File: config.mk
export PLATFORM = sky130hd
export DESIGN_NAME = pc_source_unit
export DESIGN_NICKNAME = d
export VERILOG_FILES = /design/src/rtl/pc_source_unit.sv
export SDC_FILE = /design/constraint.sdc
export NUM_CORES = 1
export LEC_CHECK = 0
export ABC_AREA = 1
export ABC_CLOCK_PERIOD_IN_PS = 5520
export CAP_MARGIN = 40
export CORE_MARGIN = 2
export CORE_UTILIZATION = 29
export DETAILED_ROUTE_END_ITERATION = 7
export GPL_TIMING_DRIVEN = 0
export PLACE_DENSITY = 0.75
export SYNTH_ARGS = -nofsm -noshare
export SYNTH_HDL_FRONTEND = slang
export SYNTH_SLANG_ARGS = --single-unit
File: constraint.sdc
create_clock -name clk -period 5.52 [get_ports clk]
set_clock_uncertainty 0.1 [all_clocks]
set_input_delay 1.104 -clock clk [delete_from_list [all_inputs] [get_ports clk]]
set_output_delay 1.104 -clock clk [all_outputs]
set_load 0.02 [all_outputs]
File: src/rtl/pc_source_unit.sv
// PC source select and PC register: N_SRC-way target mux, (conditional) load, alignment trap to EXC_VECTOR; optional PC_TRACE_EN redirect counter.
// Latency: one cycle from an accepted load to the new pc_out, pc_prev, bad_addr and misalign_exc values.
// Backpressure: none; each load is accepted on the edge where it is presented.
module pc_source_unit #(
    parameter int                DATA_W       = 32,
    parameter int                N_SRC        = 8,
    parameter int                SEL_W        = 3,
    parameter logic [DATA_W-1:0] RESET_VECTOR = '0,
    parameter logic [DATA_W-1:0] EXC_VECTOR   = DATA_W'(32'h0000_00FC),
    parameter int                ALIGN_CHECK  = 1,
    parameter int                CNT_W        = 16
) (
    input  logic                    clk,
    input  logic                    reset,
    input  logic [SEL_W-1:0]        selector,
    input  logic [N_SRC*DATA_W-1:0] src_data,
    input  logic                    pc_write,
    input  logic                    pc_write_cond,
    input  logic                    cond_true,
    output logic [DATA_W-1:0]       pc_out,
    output logic [DATA_W-1:0]       pc_prev,
    output logic                    misalign_exc,
    output logic [DATA_W-1:0]       bad_addr
`ifdef PC_TRACE_EN
    ,
    output logic [CNT_W-1:0]        redirect_cnt
`endif
);

    logic [DATA_W-1:0] tgt;
    logic [DATA_W-1:0] next_pc;
    logic              load;
    logic              misaligned;

    // Out-of-range selectors fall through to the last source.
    always_comb begin
        tgt = src_data[(N_SRC-1)*DATA_W +: DATA_W];
        for (int i = 0; i < N_SRC - 1; i++) begin
            if (selector == SEL_W'(i)) begin
                tgt = src_data[i*DATA_W +: DATA_W];
            end
        end
    end

    assign load       = pc_write | (pc_write_cond & cond_true);
    assign misaligned = (ALIGN_CHECK != 0) && (tgt[1:0] != 2'b00);
    assign next_pc    = misaligned ? EXC_VECTOR : tgt;

    always_ff @(posedge clk) begin
        if (reset) begin
            pc_out       <= RESET_VECTOR;
            pc_prev      <= '0;
            bad_addr     <= '0;
            misalign_exc <= 1'b0;
        end else begin
            misalign_exc <= 1'b0;
            if (load) begin
                pc_out       <= next_pc;
                pc_prev      <= pc_out;
                misalign_exc <= misaligned;
                if (misaligned) begin
                    bad_addr <= tgt;
                end
            end
        end
    end

`ifdef PC_TRACE_EN
    // Any load that does not land on the fall-through address counts, saturating.
    always_ff @(posedge clk) begin
        if (reset) begin
            redirect_cnt <= '0;
        end else if (load && (next_pc != pc_out + DATA_W'(4)) && (redirect_cnt != '1)) begin
            redirect_cnt <= redirect_cnt + CNT_W'(1);
        end
    end
`endif

endmodule

==> out/qor.txt, run 1 <==
Status: finished, final reports clean
Post-CTS sizing: 0
Row count: 53
Setup_tns: 0 ps
I/O pin count: 361
Final total power: 2.340 mW
Antenna-violating nets left: 0
Die width: 149.2 um
Total CTS buffers: 9
Clock tree sinks: 97
Most Crowded Layer GR: met2
Total core area: 20820 um^2
CTS tree: done
Share of the synthesized area in the top cell type: 0.3176
Fin util: 0.4995
Most common cell in the netlist: nand2_1
#FFs+latches synth: 97
Synth top area cells: dfxtp_1, nand2_1, nand3_1
Met2 GRT Util: 0.4283
Avg Cell Area, Syn: 5.778 um^2
PD cells: 225.0 nW/um^2
Post-Syn Instances: 1058
Hold_buf cts: 0
Lkg Pwr: 4.490 nW
Final Worst Setup Slack: 1977 ps
Setup CP Type: in2reg
Launching point of the worst reg2reg path: pc_out[31]$_SDFFE_PP0N_
Max stage delay cell, worst path: clkdlybuf4s50_1
Net count, final: 1693
CP most frequent cell: nand2_1
CP Buf/Inv Count: 2
Peak Freq: 282.3 MHz
Post-CTS Setup Bufs: 0
CTS H-tree lvls: 3
Drt pass-1 iters: 7
Pin count of the biggest net entering global routing: 17
Synth Area in Compound Gates: 0.1412
Slew Viols, Final: 0
VDD IR-drop max: 0.1427 mV
CP Capture Type: flip-flop
Post-synth top area cell: dfxtp_1
Seq/Total Area, Yosys: 0.3176
CP Cell Sequence: clkdlybuf4s50_1, nor2_4, nand2_1, clkbuf_1, nand2_1, nand3_1, nand2_1, nand3_1, nand3_1, nand2_1, nand2_1, a21oi_1, nand2_1, a21oi_1
Worst EP required: 5690 ps
Hpwl dp: 23640 um
Vias per Instance: 4.874
Synth Cell Area: 6113 um^2
Final hold violation count: 0
DR vias: 8334
Critical path startpoint category: primary input
Post-placement setup slack: 1710 ps
Vias in the first global route: 7765
Worst skew pair latency: 350 ps
CP max FO: 10
CP max stage delay: 590 ps
Most common library cells after synthesis: nand2_1, nand3_1, nor2_1
Syn_nets: 1322
WL final: 28970 um
Placer Congestion: 0.9023
Initial antenna violation count: 1
Met3 Track Usage GR: 0.05872
Cell family with most CP delay: buffers and inverters
Crit. Startpoint: selector[2]
Critical path arrival: 3720 ps
Hold Startpoint: bad_addr[24]$_SDFFE_PP0P_
FFs w/ async S/R, synth: 0
Period utilisation layout: 0.6418
Synth cell types: 19
Yosys warning count: 0
# setup viols final: 0
Final min period: 3543 ps
RSZ-0062 raised after global routing: false
Simple-Gate Fraction of Synth Area: 0.4634
Root Buffer: clkbuf_16
Die Ht: 149.2 um
Least-Margin Pin Slew: 765.7 ps
All-layer global routing usage: 0.2494
Worst-path clk slew: 70 ps
Global-route wire length before repair: 42680 um
IO buf count: 358
Worst slew margin: 0.4877
DRT iter0 DRCs: 392
Layout cells sized above 1: 0.04812
Grt total ovfl: 0
Max-cap violations: 0
Met1 Usage GRT: 0.3132
Synth Area in Adders: 0
DRC viols: 0
XOR/XNOR Fraction of Synth Area: 0
HP Class: reg2reg
Post-synthesis mux area share: 0
Die area: 22260 um^2
Initial Utilization: 0.2936
Main flop type after synthesis: dfxtp_1
WL/cell: 16.94 um
Max clock buf depth: 2
Number of synthesized flops with an enable pin: 0
Syn-to-layout area delta: 70.14%
Largest family of logic cells by synthesized area: simple AND/OR/NAND/NOR gates
[cell usage in the layout (no fill, tap or decap), types with 4 or more instances in the layout]
cell type / Yosys / routed
clkbuf_16: 0 / 9
nand3_1: 171 / 171
a21oi_1: 127 / 127
nor3_2: 4 / 4
o21ai_0: 44 / 44
dfxtp_1: 97 / 97
buf_2: 8 / 8
inv_2: 5 / 5
or2_2: 30 / 30
buf_4: 2 / 4
inv_1: 38 / 38
nor2_1: 138 / 138
clkdlybuf4s50_1: 0 / 358
nand2_1: 320 / 320
clkbuf_1: 65 / 65
[power breakdown]
group          switching (mW)  internal [mW]
Sequential             0.0421          0.764
Clock                   0.275          0.444
Combinational           0.425          0.391
Total                   0.742           1.60
[kinds of logic after synthesis]
kind of cell / after synthesis
AO/OA/AOI/OAI: 172
buffers and inverters: 122
flip-flops: 97
AND/OR/NAND/NOR: 667
[worst paths after layout]
| kind | end | cells after the start | slack [ps] |
|---|---|---|---|
| min reg2reg | bad_addr[24]$_SDFFE_PP0P_ | 2 | 360 |
| min | bad_addr[24]$_SDFFE_PP0P_ | 2 | 360 |
| max reg2reg | pc_out[31]$_SDFFE_PP0N_ | 2 | 4680 |
| max | pc_out[12]$_SDFFE_PP0N_ | 14 | 1980 |
[tightest hold or removal path: stages (launching register included)]
cell     delay (ps)
dfxtp_1         310
nand3_1          70
nand2_1          40
[metrics by stage]
step / hold slack, ps / instances / area (um^2)
finish: 364.2 / 1710 / 10400
global route: 381.6 / 1710 / 10400
CTS: 366.1 / 1709 / 10400
detailed placement: 357.2 / 1693 / 10060
global placement: 351.8 / 1691 / 10040
floorplan: 434.6 / 1058 / 6113
[final cells by class]
cell class,instances,area (um^2)
antenna,1,2.502
inverter,44,165.2
buffer,78,310.3
multi-input combinational,839,3696
clock buffer,9,225.2
timing repair buffer,360,3598
fill,2161,10420
clock inverter,7,117.6
sequential,97,1942
tap,275,344.1
[state kept, by name, summed over array words and instances, names as in the netlist]
register,flops
pc_out,32
pc_prev,32
misalign_exc,1
bad_addr,32
[routing by layer]
layer	part of all wire	vias to the layer above
met5	0	-
li1	-	4171
met3	0.077	48
met2	0.48	358
met1	0.42	3757
met4	0.025	0
Power figures use the tool's default switching activity.
==> run 2, diff against run 1 <==
ABC_CLOCK_PERIOD_IN_PS = 3000   (was 5520)
PLACE_DENSITY = 0.77   (was 0.75)
clock period = 3 ns   (was 5.52 ns; I/O delays follow)
==> run 2 against run 1 <==
Final cell count is essentially flat. Non-clock buffer count grew 2. Sequential power grew 84%. Sequential cell count is the same. Power grew 78%. Critical endpoint is now pc_out[13]$_SDFFE_PP0N_. Highest routed layer unchanged.
==> out/qor.txt, run 2 (synthesized netlist as in run 1, its figures left out) <==
Total core area: 20820 um^2 (unchanged)
CP Capture Type: flip-flop (unchanged)
WL met1: 12150 um (was 12240 um)
Int Power: 2.820 mW (was 1.598 mW)
I/O pin count: 361 (unchanged)
Hpwl dp: 23900 um (was 23640 um)
Status: finished, final reports clean (unchanged)
Layout cells sized above 1: 0.05226 (was 0.04812)
Placer Congestion: 0.9514 (was 0.9023)
Seq pwr share: 0.355 (was 0.344)
Final min period: 2793 ps
Critical path arrival: 2970 ps (was 3720 ps)
Vias per Instance: 4.903 (was 4.874)
Hold Startpoint: bad_addr[26]$_SDFFE_PP0P_ (was bad_addr[24]$_SDFFE_PP0P_)
Final Non-Filler Cells: 1711 (was 1710)
Launching point of the worst reg2reg path: pc_out[12]$_SDFFE_PP0N_ (was pc_out[31]$_SDFFE_PP0N_)
Switching power: 1.356 mW (was 0.7419 mW)
Fill count: 2180 (was 2161)
Lkg Pwr: 4.512 nW (was 4.490 nW)
HP Class: reg2reg (unchanged)
All-layer global routing usage: 0.2544 (was 0.2494)
Reg2reg end: pc_out[12]$_SDFFE_PP0N_ (was pc_out[31]$_SDFFE_PP0N_)
VDD IR-drop max: 0.2782 mV (was 0.1427 mV)
Worst slew margin: 0.4927 (was 0.4877)
Max stage delay cell, worst path: clkdlybuf4s50_1 (unchanged)
Worst-path clk slew: 60 ps (was 70 ps)
Final Worst Setup Slack: 206.7 ps (was 1977 ps)
Placed Cells: 1693 (unchanged)
Worst Hold End: bad_addr[26]$_SDFFE_PP0P_ (was bad_addr[24]$_SDFFE_PP0P_)
IO buf count: 358 (unchanged)
CTS H-tree lvls: 3 (unchanged)
Clock tree sinks: 97 (unchanged)
Peak Freq: 358.0 MHz
Net count, final: 1695 (was 1693)
Die Ht: 149.2 um (unchanged)
Vias in the first global route: 8176 (was 7765)
Global-route wire length before repair: 43480 um (was 42680 um)
Wire length on met3: 2299 um (was 2222 um)
Syn-to-layout area delta: 70.47% (was 70.14%)
CP Cell Sequence: clkdlybuf4s50_1, inv_2, nand3_2, clkbuf_1, nor2_1, nor2_1, nand2_1, nand3_1, nand3_1, nand2_1, nand2_1, a21oi_1, nand2_1, a21oi_1 (was clkdlybuf4s50_1, nor2_4, nand2_1, clkbuf_1, nand2_1, nand3_1, nand2_1, nand3_1, nand3_1, nand2_1, nand2_1, a21oi_1, nand2_1, a21oi_1)
Final hold violation count: 0 (unchanged)
CP max FO: 10 (unchanged)
Antenna-violating nets left: 0 (unchanged)
Worst skew pair latency: 350 ps (about the same)
Net Sw Frac: 0.3247 (was 0.3170)
CTS tree: done (unchanged)
Max layer used: met4 (unchanged)
Clock group share of total power: 0.284 (was 0.307)
Max clock buf depth: 2 (unchanged)
Post-placement setup slack: -254.6 ps (was 1710 ps)
Initial Utilization: 0.2936 (unchanged)
FF+latch area: 1942 um^2 (unchanged)
Max-cap violations: 0 (unchanged)
Least-Margin Pin Slew: 758.1 ps (was 765.7 ps)
Combinational share of power: 0.360 (was 0.349)
Die width: 149.2 um (unchanged)
Hold path depth: 2 (unchanged)
Pin count of the biggest net entering global routing: 16 (was 17)
Slew Viols, Final: 0 (unchanged)
Period utilisation layout: 0.9311
DR vias: 8389 (was 8334)
CP most frequent cell: nand2_1 (unchanged)
Drt pass-1 iters: 7 (unchanged)
WL final: 29130 um (was 28970 um)
Critical path startpoint category: primary input (unchanged)
PD cells: 400.7 nW/um^2 (was 225.0 nW/um^2)
Setup CP Type: in2reg (unchanged)
Register-to-register path setup slack: 2160 ps (was 4680 ps)
Final total power: 4.176 mW (was 2.340 mW)
Commonest cells after routing, fill and taps aside: clkdlybuf4s50_1, nand2_1, nand3_1, nor2_1, a21oi_1 (unchanged)
Largest registers: bad_addr: 32 flops, pc_out: 32 flops, pc_prev: 32 flops (unchanged)
DRC viols: 0 (unchanged)
Grt total ovfl: 0 (unchanged)
Worst EP required: 3180 ps (was 5690 ps)
Reg2reg path depth: 2 (unchanged)
Die area: 22260 um^2 (unchanged)
Multi-input gate area in the final layout: 3712 um^2 (was 3696 um^2)
Initial antenna violation count: 1 (unchanged)
# setup viols final: 0 (unchanged)
DR WL met2: 13650 um (was 13770 um)
Row count: 53 (unchanged)
DRT iter0 DRCs: 390 (was 392)
Most common cell after layout, fill and taps aside: clkdlybuf4s50_1 (unchanged)
RSZ-0062 raised after global routing: false (unchanged)
Hold_buf cts: 0 (unchanged)
Total CTS buffers: 9 (unchanged)
WL/cell: 17.03 um (was 16.94 um)
CP max stage delay: 580 ps (was 590 ps)
Root Buffer: clkbuf_16 (unchanged)
==> run 2: cell types whose count changed in the layout (fill, tap and decap cells not counted), sizes merged <==
cell,change
bufinv,-2
clkdlybuf4s50,-1
buf,+1
inv,-1
dlymetal6s2s,+1
clkbuf,+3
==> run 2: cell type report <==
class | count | area share
antenna | 1 | 0.0002401
buffer | 78 | 0.03050
clock buffer | 11 | 0.02425
clock inverter | 4 | 0.005043
inverter | 44 | 0.01585
multi-input combinational | 839 | 0.3562
sequential | 97 | 0.1863
tap | 275 | 0.03302
timing repair buffer | 362 | 0.3485
==> run 2: per-stage QoR <==
step / instance area (um^2) / hold slack [ps] / setup TNS (ps) / utilization
2_1_floorplan: 6113 / 434.6 / 0 / -
3_3_place_gp: 10040 / 350.3 / -25130 / 0.4822
3_5_place_dp: 10060 / 353.6 / -13390 / 0.4831
4_1_cts: 10360 / 365.4 / 0 / 0.4978
5_1_grt: 10420 / 377.4 / 0 / 0.5005
6_report: 10420 / 364.9 / 0 / 0.5005
==> run 2: metal layers <==
layer | GRT usage | vias to the layer above
li1 | - | 4182
met1 | 0.3080 | 3777
met2 | 0.4380 | 360
met3 | 0.06269 | 70
met4 | 0.09000 | 0
met5 | 0 | -
==> run 2: repair_timing <==
| item | 4_1_cts | 5_1_grt |
|---|---|---|
| setup buffers | 0 | 2 |
| resized for setup | 0 | 13 |
| setup endpoints to repair | 0 | 60 |
==> run 2: worst max-delay path by stage <==
stage | from | end | slack [ps] | cells past startpoint
3_5_place_dp | selector[2] | pc_out[19]$_SDFFE_PP0N_ | -250 | 14
4_1_cts | selector[2] | pc_out[19]$_SDFFE_PP0N_ | 60 | 14
2_1_floorplan | selector[0] | bad_addr[2]$_SDFFE_PP0P_ | 670 | 13
3_3_place_gp | selector[1] | pc_out[12]$_SDFFE_PP0N_ | -580 | 9
6_report | selector[2] | pc_out[13]$_SDFFE_PP0N_ | 210 | 14
5_1_grt | selector[2] | bad_addr[4]$_SDFFE_PP0P_ | 6 | 14
==> run 2: power by group through the flow <==
stage | Combinational, mW | Clock [mW] | Sequential (mW)
CTS | 1.50 | 1.20 | 1.48
global placement | 1.48 | 0 | 1.51
global route | 1.65 | 1.25 | 1.50
finish | 1.51 | 1.19 | 1.48
detailed placement | 1.50 | 0 | 1.51
floorplan | 0.548 | 0 | 1.64
==> run 2: worst max-delay path, delay by kind of cell <==
family / cells / cell delay [ps]
and+or+nand+nor: 9 / 850
buffers and inverters: 3 / 1130
AOI/OAI and AO/OA: 2 / 390
==> run 3, diff against run 2 <==
ABC_CLOCK_PERIOD_IN_PS = 3100   (was 3000)
PLACE_DENSITY = 0.75   (was 0.77)
clock period = 3.1 ns   (was 3 ns; I/O delays follow)
==> run 3 against run 2 <==
Combinational power fell by 3%. Clock power rose by 7%. Largest cell class unchanged. Hold slack got worse by 1.7 ps. Routed wire length fell by 0.37%. Sequential power fell by 3%. Highest routed layer unchanged. Core utilization rose by 0.15 points. Count of clock-buffer cells in the layout fell by 2.
==> out/qor.txt, run 3 (synthesized netlist as in run 1, its figures left out) <==
WL/cell: 16.95 um (was 17.03 um)
Final min period: 2837 ps
All-layer global routing usage: 0.2494 (was 0.2544)
Total CTS buffers: 9 (unchanged)
Clock tree sinks: 97 (unchanged)
Combinational share of power: 0.350 (was 0.360)
Root Buffer: clkbuf_16 (unchanged)
DR vias: 8291 (was 8389)
Antenna-violating nets left: 0 (unchanged)
CTS H-tree lvls: 3 (unchanged)
Vias per Instance: 4.843 (was 4.903)
Drt pass-1 iters: 7 (unchanged)
DRC viols: 0 (unchanged)
Seq pwr share: 0.345 (was 0.355)
Die width: 149.2 um (unchanged)
RSZ-0062 raised after global routing: false (unchanged)
Setup_tns: 0 ps (unchanged)
WL final: 29030 um (was 29130 um)
Worst skew pair latency: 340 ps (was 350 ps)
Worst EP required: 3240 ps (was 3180 ps)
CP most frequent cell: nand2_1 (unchanged)
Clock group share of total power: 0.306 (was 0.284)
Pin count of the biggest net entering global routing: 17 (was 16)
Status: finished, final reports clean (unchanged)
Fin util: 0.5020 (was 0.5005)
Placer Congestion: 0.9023 (was 0.9514)
Least-Margin Pin Slew: 765.4 ps (was 758.1 ps)
I/O pin count: 361 (unchanged)
Net count, final: 1695 (unchanged)
Vias in the first global route: 7765 (was 8176)
Placed Cells: 1693 (unchanged)
Cell family with most CP delay: buffers and inverters (unchanged)
Die Ht: 149.2 um (unchanged)
Grt total ovfl: 0 (unchanged)
Final Non-Filler Cells: 1712 (was 1711)
Row count: 53 (unchanged)
Total core area: 20820 um^2 (unchanged)
HP Class: reg2reg (unchanged)
Hold_buf cts: 0 (unchanged)
Max clock buf depth: 2 (unchanged)
Worst-path clk slew: 70 ps (was 60 ps)
CP max stage delay: 510 ps (was 580 ps)
Layout cells sized above 1: 0.05571 (was 0.05226)
Initial antenna violation count: 1 (unchanged)
Period utilisation layout: 0.9151
Lkg Pwr: 4.540 nW (was 4.512 nW)
Max-cap violations: 0 (unchanged)
Commonest cells after routing, fill and taps aside: clkdlybuf4s50_1, nand2_1, nand3_1, nor2_1, a21oi_1 (unchanged)
CP Capture Type: flip-flop (unchanged)
Most common cell after layout, fill and taps aside: clkdlybuf4s50_1 (unchanged)
Net Sw Frac: 0.3156 (was 0.3247)
DRT iter0 DRCs: 410 (was 390)
IO buf count: 358 (unchanged)
Switching power: 1.314 mW (was 1.356 mW)
Hpwl dp: 23640 um (was 23900 um)
CP Cell Sequence: clkdlybuf4s50_1, nor2_4, nand2_1, inv_2, clkbuf_1, nor2_1, nand2_1, nand3_1, nand3_1, nand2_1, a21oi_1, nand2_1, nand2_1, nor2_1 (was clkdlybuf4s50_1, inv_2, nand3_2, clkbuf_1, nor2_1, nor2_1, nand2_1, nand3_1, nand3_1, nand2_1, nand2_1, a21oi_1, nand2_1, a21oi_1)
Die area: 22260 um^2 (unchanged)
Hold Slack: 363.2 ps (was 364.9 ps)
Placed Area: 10060 um^2 (about the same)
Post-route cell area: 10450 um^2 (was 10420 um^2)
Critical path arrival: 2980 ps (was 2970 ps)
CP Buf/Inv Count: 3 (unchanged)
Max stage delay cell, worst path: clkdlybuf4s50_1 (unchanged)
PD cells: 398.5 nW/um^2 (was 400.7 nW/um^2)
Int Power: 2.850 mW (was 2.820 mW)
Syn-to-layout area delta: 70.98% (was 70.47%)
Setup CP Type: in2reg (unchanged)
# setup viols final: 0 (unchanged)
Critical path startpoint category: primary input (unchanged)
Largest registers: bad_addr: 32 flops, pc_out: 32 flops, pc_prev: 32 flops (unchanged)
Final hold violation count: 0 (unchanged)
VDD IR-drop max: 0.2508 mV (was 0.2782 mV)
CTS tree: done (unchanged)
Slew Viols, Final: 0 (unchanged)
Worst slew margin: 0.4879 (was 0.4927)
CP max FO: 10 (unchanged)
Peak Freq: 352.5 MHz
Global-route wire length before repair: 42680 um (was 43480 um)
Initial Utilization: 0.2936 (unchanged)
[run 3: cell count changes in the layout (fill, tap and decap cells not counted), sizes merged]
cell    change
buf         +1
bufinv      +2
clkbuf      -3
inv         +1
[run 3: layout make-up]
type,instances,area [um^2]
tap,275,344.1
inverter,44,165.2
timing repair buffer,362,3628
buffer,78,320.3
clock buffer,9,225.2
fill,2161,10370
sequential,97,1942
clock inverter,7,117.6
antenna,1,2.502
multi-input combinational,839,3707
[run 3: tightest hold or removal path, delay by kind of cell (launching register included)]
kind	cells	cell delay [ps]
flops	1	310
simple gates	2	110
[run 3: stage by stage]
| step | setup slack (ps) | power (mW) |
|---|---|---|
| floorplan | 752.6 | 2.114 |
| global route | 40.79 | 4.368 |
| finish | 263.1 | 4.165 |
| global placement | -543.6 | 2.894 |
| CTS | 120.0 | 4.170 |
| detailed placement | -225.9 | 2.908 |
[run 3: worst paths after layout]
path                                                 from                        end  slack [ps]  cells past startpoint
worst max-delay path                          selector[2]   bad_addr[2]$_SDFFE_PP0P_         260                     14
worst min-delay path            bad_addr[24]$_SDFFE_PP0P_  bad_addr[24]$_SDFFE_PP0P_         360                      2
worst max register to register    pc_out[31]$_SDFFE_PP0N_    pc_out[31]$_SDFFE_PP0N_        2260                      2
worst min register to register  bad_addr[24]$_SDFFE_PP0P_  bad_addr[24]$_SDFFE_PP0P_         360                      2
[run 3: routing by layer]
layer,track usage,vias up,part of all wire
li1,-,4181,-
met4,0.06619,0,0.024
met2,0.4283,346,0.48
met5,0,-,0
met3,0.05872,44,0.080
met1,0.3132,3720,0.42
[run 3: timing repair]
| action | CTS | global route |
|---|---|---|
| setup buffers | 0 | 2 |
| gates resized for setup | 0 | 19 |
| setup endpoints to repair | 0 | 59 |
[run 3: power by group through the flow]
stage | clock network (mW) | logic [mW] | registers, mW
2_1_floorplan | 0 | 0.530 | 1.58
3_3_place_gp | 0 | 1.44 | 1.46
3_5_place_dp | 0 | 1.45 | 1.46
4_1_cts | 1.28 | 1.45 | 1.43
5_1_grt | 1.33 | 1.59 | 1.45
6_report | 1.27 | 1.46 | 1.44
==> RTL change (config.mk and constraints of run 2) <==
Change the parameter `SEL_W` from 3 to 4.
--- a/src/rtl/pc_source_unit.sv
+++ b/src/rtl/pc_source_unit.sv
@@ -5,5 +5,5 @@
     parameter int                DATA_W       = 32,
     parameter int                N_SRC        = 8,
-    parameter int                SEL_W        = 3,
+    parameter int                SEL_W        = 4,
     parameter logic [DATA_W-1:0] RESET_VECTOR = '0,
     parameter logic [DATA_W-1:0] EXC_VECTOR   = DATA_W'(32'h0000_00FC),
Interface: changed (resized selector); port bits go from 361 to 362. The function was not compared with the original's and may differ.
==> RTL change against run 2 <==
  * Final area up 2.5%
  * Combinational power down 4%
  * Sequential power about the same
  * Wire length grew 5.9%
  * Sequential cell count did not move
  * Worst setup slack got worse by 27 ps
  * Hold slack better by 2.1 ps
  * Power is 0.40% higher
  * Largest power group is now registers
  * Non-clock buffer count grew 2
  * Synthesized area up 3.4%
==> RTL change: results (changes against run 2) <==
{| class="wikitable"
! Metric !! Value
|-
| Ant. Diodes || 0 (was 1)
|-
| Crit path to || pc_out[28] (was pc_out[13])
|-
| Compound-Gate Fraction of Synth Area || 13.8% (was 14.1%)
|-
| Int Pwr || 2.86 mW (was 2.82 mW)
|-
| Worst-case setup slack after placement || -416 ps (was -255 ps)
|-
| Final period demand of the worst path || 2820 ps (was 2790 ps)
|-
| Met3 track utilization from global routing || 5.75% (was 6.27%)
|-
| Tot GR Track Use || 25.8% (was 25.4%)
|-
| Top area cells in the synthesized netlist || dfxtp_1 (31%), nand2_1 (21%), nand3_1 (14%) (was dfxtp_1 (32%), nand2_1 (20%), nand3_1 (14%))
|-
| Endpoint, Worst Hold || bad_addr[0] (was bad_addr[26])
|-
| Fraction of area in registers || 18.2% (was 18.6%)
|-
| Endpoint of the lowest-slack register-to-register path || pc_out[11] (was pc_out[12])
|-
| Routed met2 length || 14.1 mm (was 13.7 mm)
|-
| Global-route wire length before repair || 44.6 mm (was 43.5 mm)
|-
| Placed Instance Area || 0.0103 mm2 (was 0.0101 mm2)
|-
| Post-route non-filler standard cell count || 1750 (was 1711)
|-
| Clock-cell share of area || 3.06% (was 2.93%)
|-
| Buffer count excluding the clock tree in the final layout || 442 (was 440)
|-
| Worst ir drop on vdd || 0.000357 V (was 0.000278 V)
|-
| Cell count after synthesis || 1091 (was 1058)
|-
| Maximum number of pins on one net before global-route repair || 17 (was 16)
|-
| Final wirelength || 30.9 mm (was 29.1 mm)
|-
| Nets in the synthesized netlist || 1356 (was 1322)
|-
| Critical Path AT || 2990 ps (was 2970 ps)
|-
| Reported net switching power || 1.33 mW (was 1.36 mW)
|-
| Outcome || finished, final reports clean (unchanged)
|-
| Leakage power total || 4.67 nW (was 4.51 nW)
|-
| Met1 usage in global routing || 33.6% (was 30.8%)
|-
| Comb_multi_in || 844 (was 839)
|-
| Number of global-route vias before repair || 8005 (was 8176)
|-
| Total number of vias || 8614 (was 8389)
|-
| Routed met1 length || 13.4 mm (was 12.1 mm)
|-
| Initial antenna violation count || 0 (was 1)
|-
| Data-path buffer share of cell area in the final layout || 37.3% (was 37.9%)
|-
| Post-DP HPWL || 25.2 mm (was 23.9 mm)
|-
| Number of design-rule violations left by the first detailed-router iteration || 488 (was 390)
|-
| Worst hold margin || 367 ps (was 365 ps)
|-
| Beginning of the critical path || selector[3] (was selector[2])
|-
| First-pass iteration count of the detailed router || 5 (was 7)
|-
| Synth-to-layout area growth || 68.9% (was 70.5%)
|-
| Final RePlAce weighted congestion || 0.928 (was 0.951)
|-
| R2R Path Start || pc_out[11] (was pc_out[12])
|-
| Synthesized cell area || 0.00632 mm2 (was 0.00611 mm2)
|-
| Multi-input gate area in the final layout || 0.00381 mm2 (was 0.00371 mm2)
|}
## RTL change: cell types whose count changed after synthesis, moves of 3 or more
cell | before | now
nor2_1 | 138 | 92
nand3_1 | 171 | 174
nand2_1 | 320 | 347
buf_1 | 3 | 10
inv_1 | 38 | 64
o21ai_0 | 44 | 77
clkbuf_1 | 65 | 57
nand3b_1 | 0 | 22
a21oi_1 | 127 | 95
nor3_2 | 4 | 0
## RTL change: worst max-delay path, stage by stage
cell             delay [ps]
clkdlybuf4s50_1         530
inv_1                    60
nand2_1                 100
nor3_4                   60
inv_2                    50
buf_2                   220
clkbuf_1                450
or2_2                   220
nand3_1                 110
nand2_1                 100
nand2_1                 100
a21oi_1                 190
nand2_1                  70
a21oi_1                 110
## RTL change: repair_timing
| item | 4_1_cts | 5_1_grt |
|---|---|---|
| setup buffers | 0 | 3 |
| pin swaps | 0 | 3 |
| resized for setup | 3 | 25 |
| setup endpoints to repair | 52 | 61 |
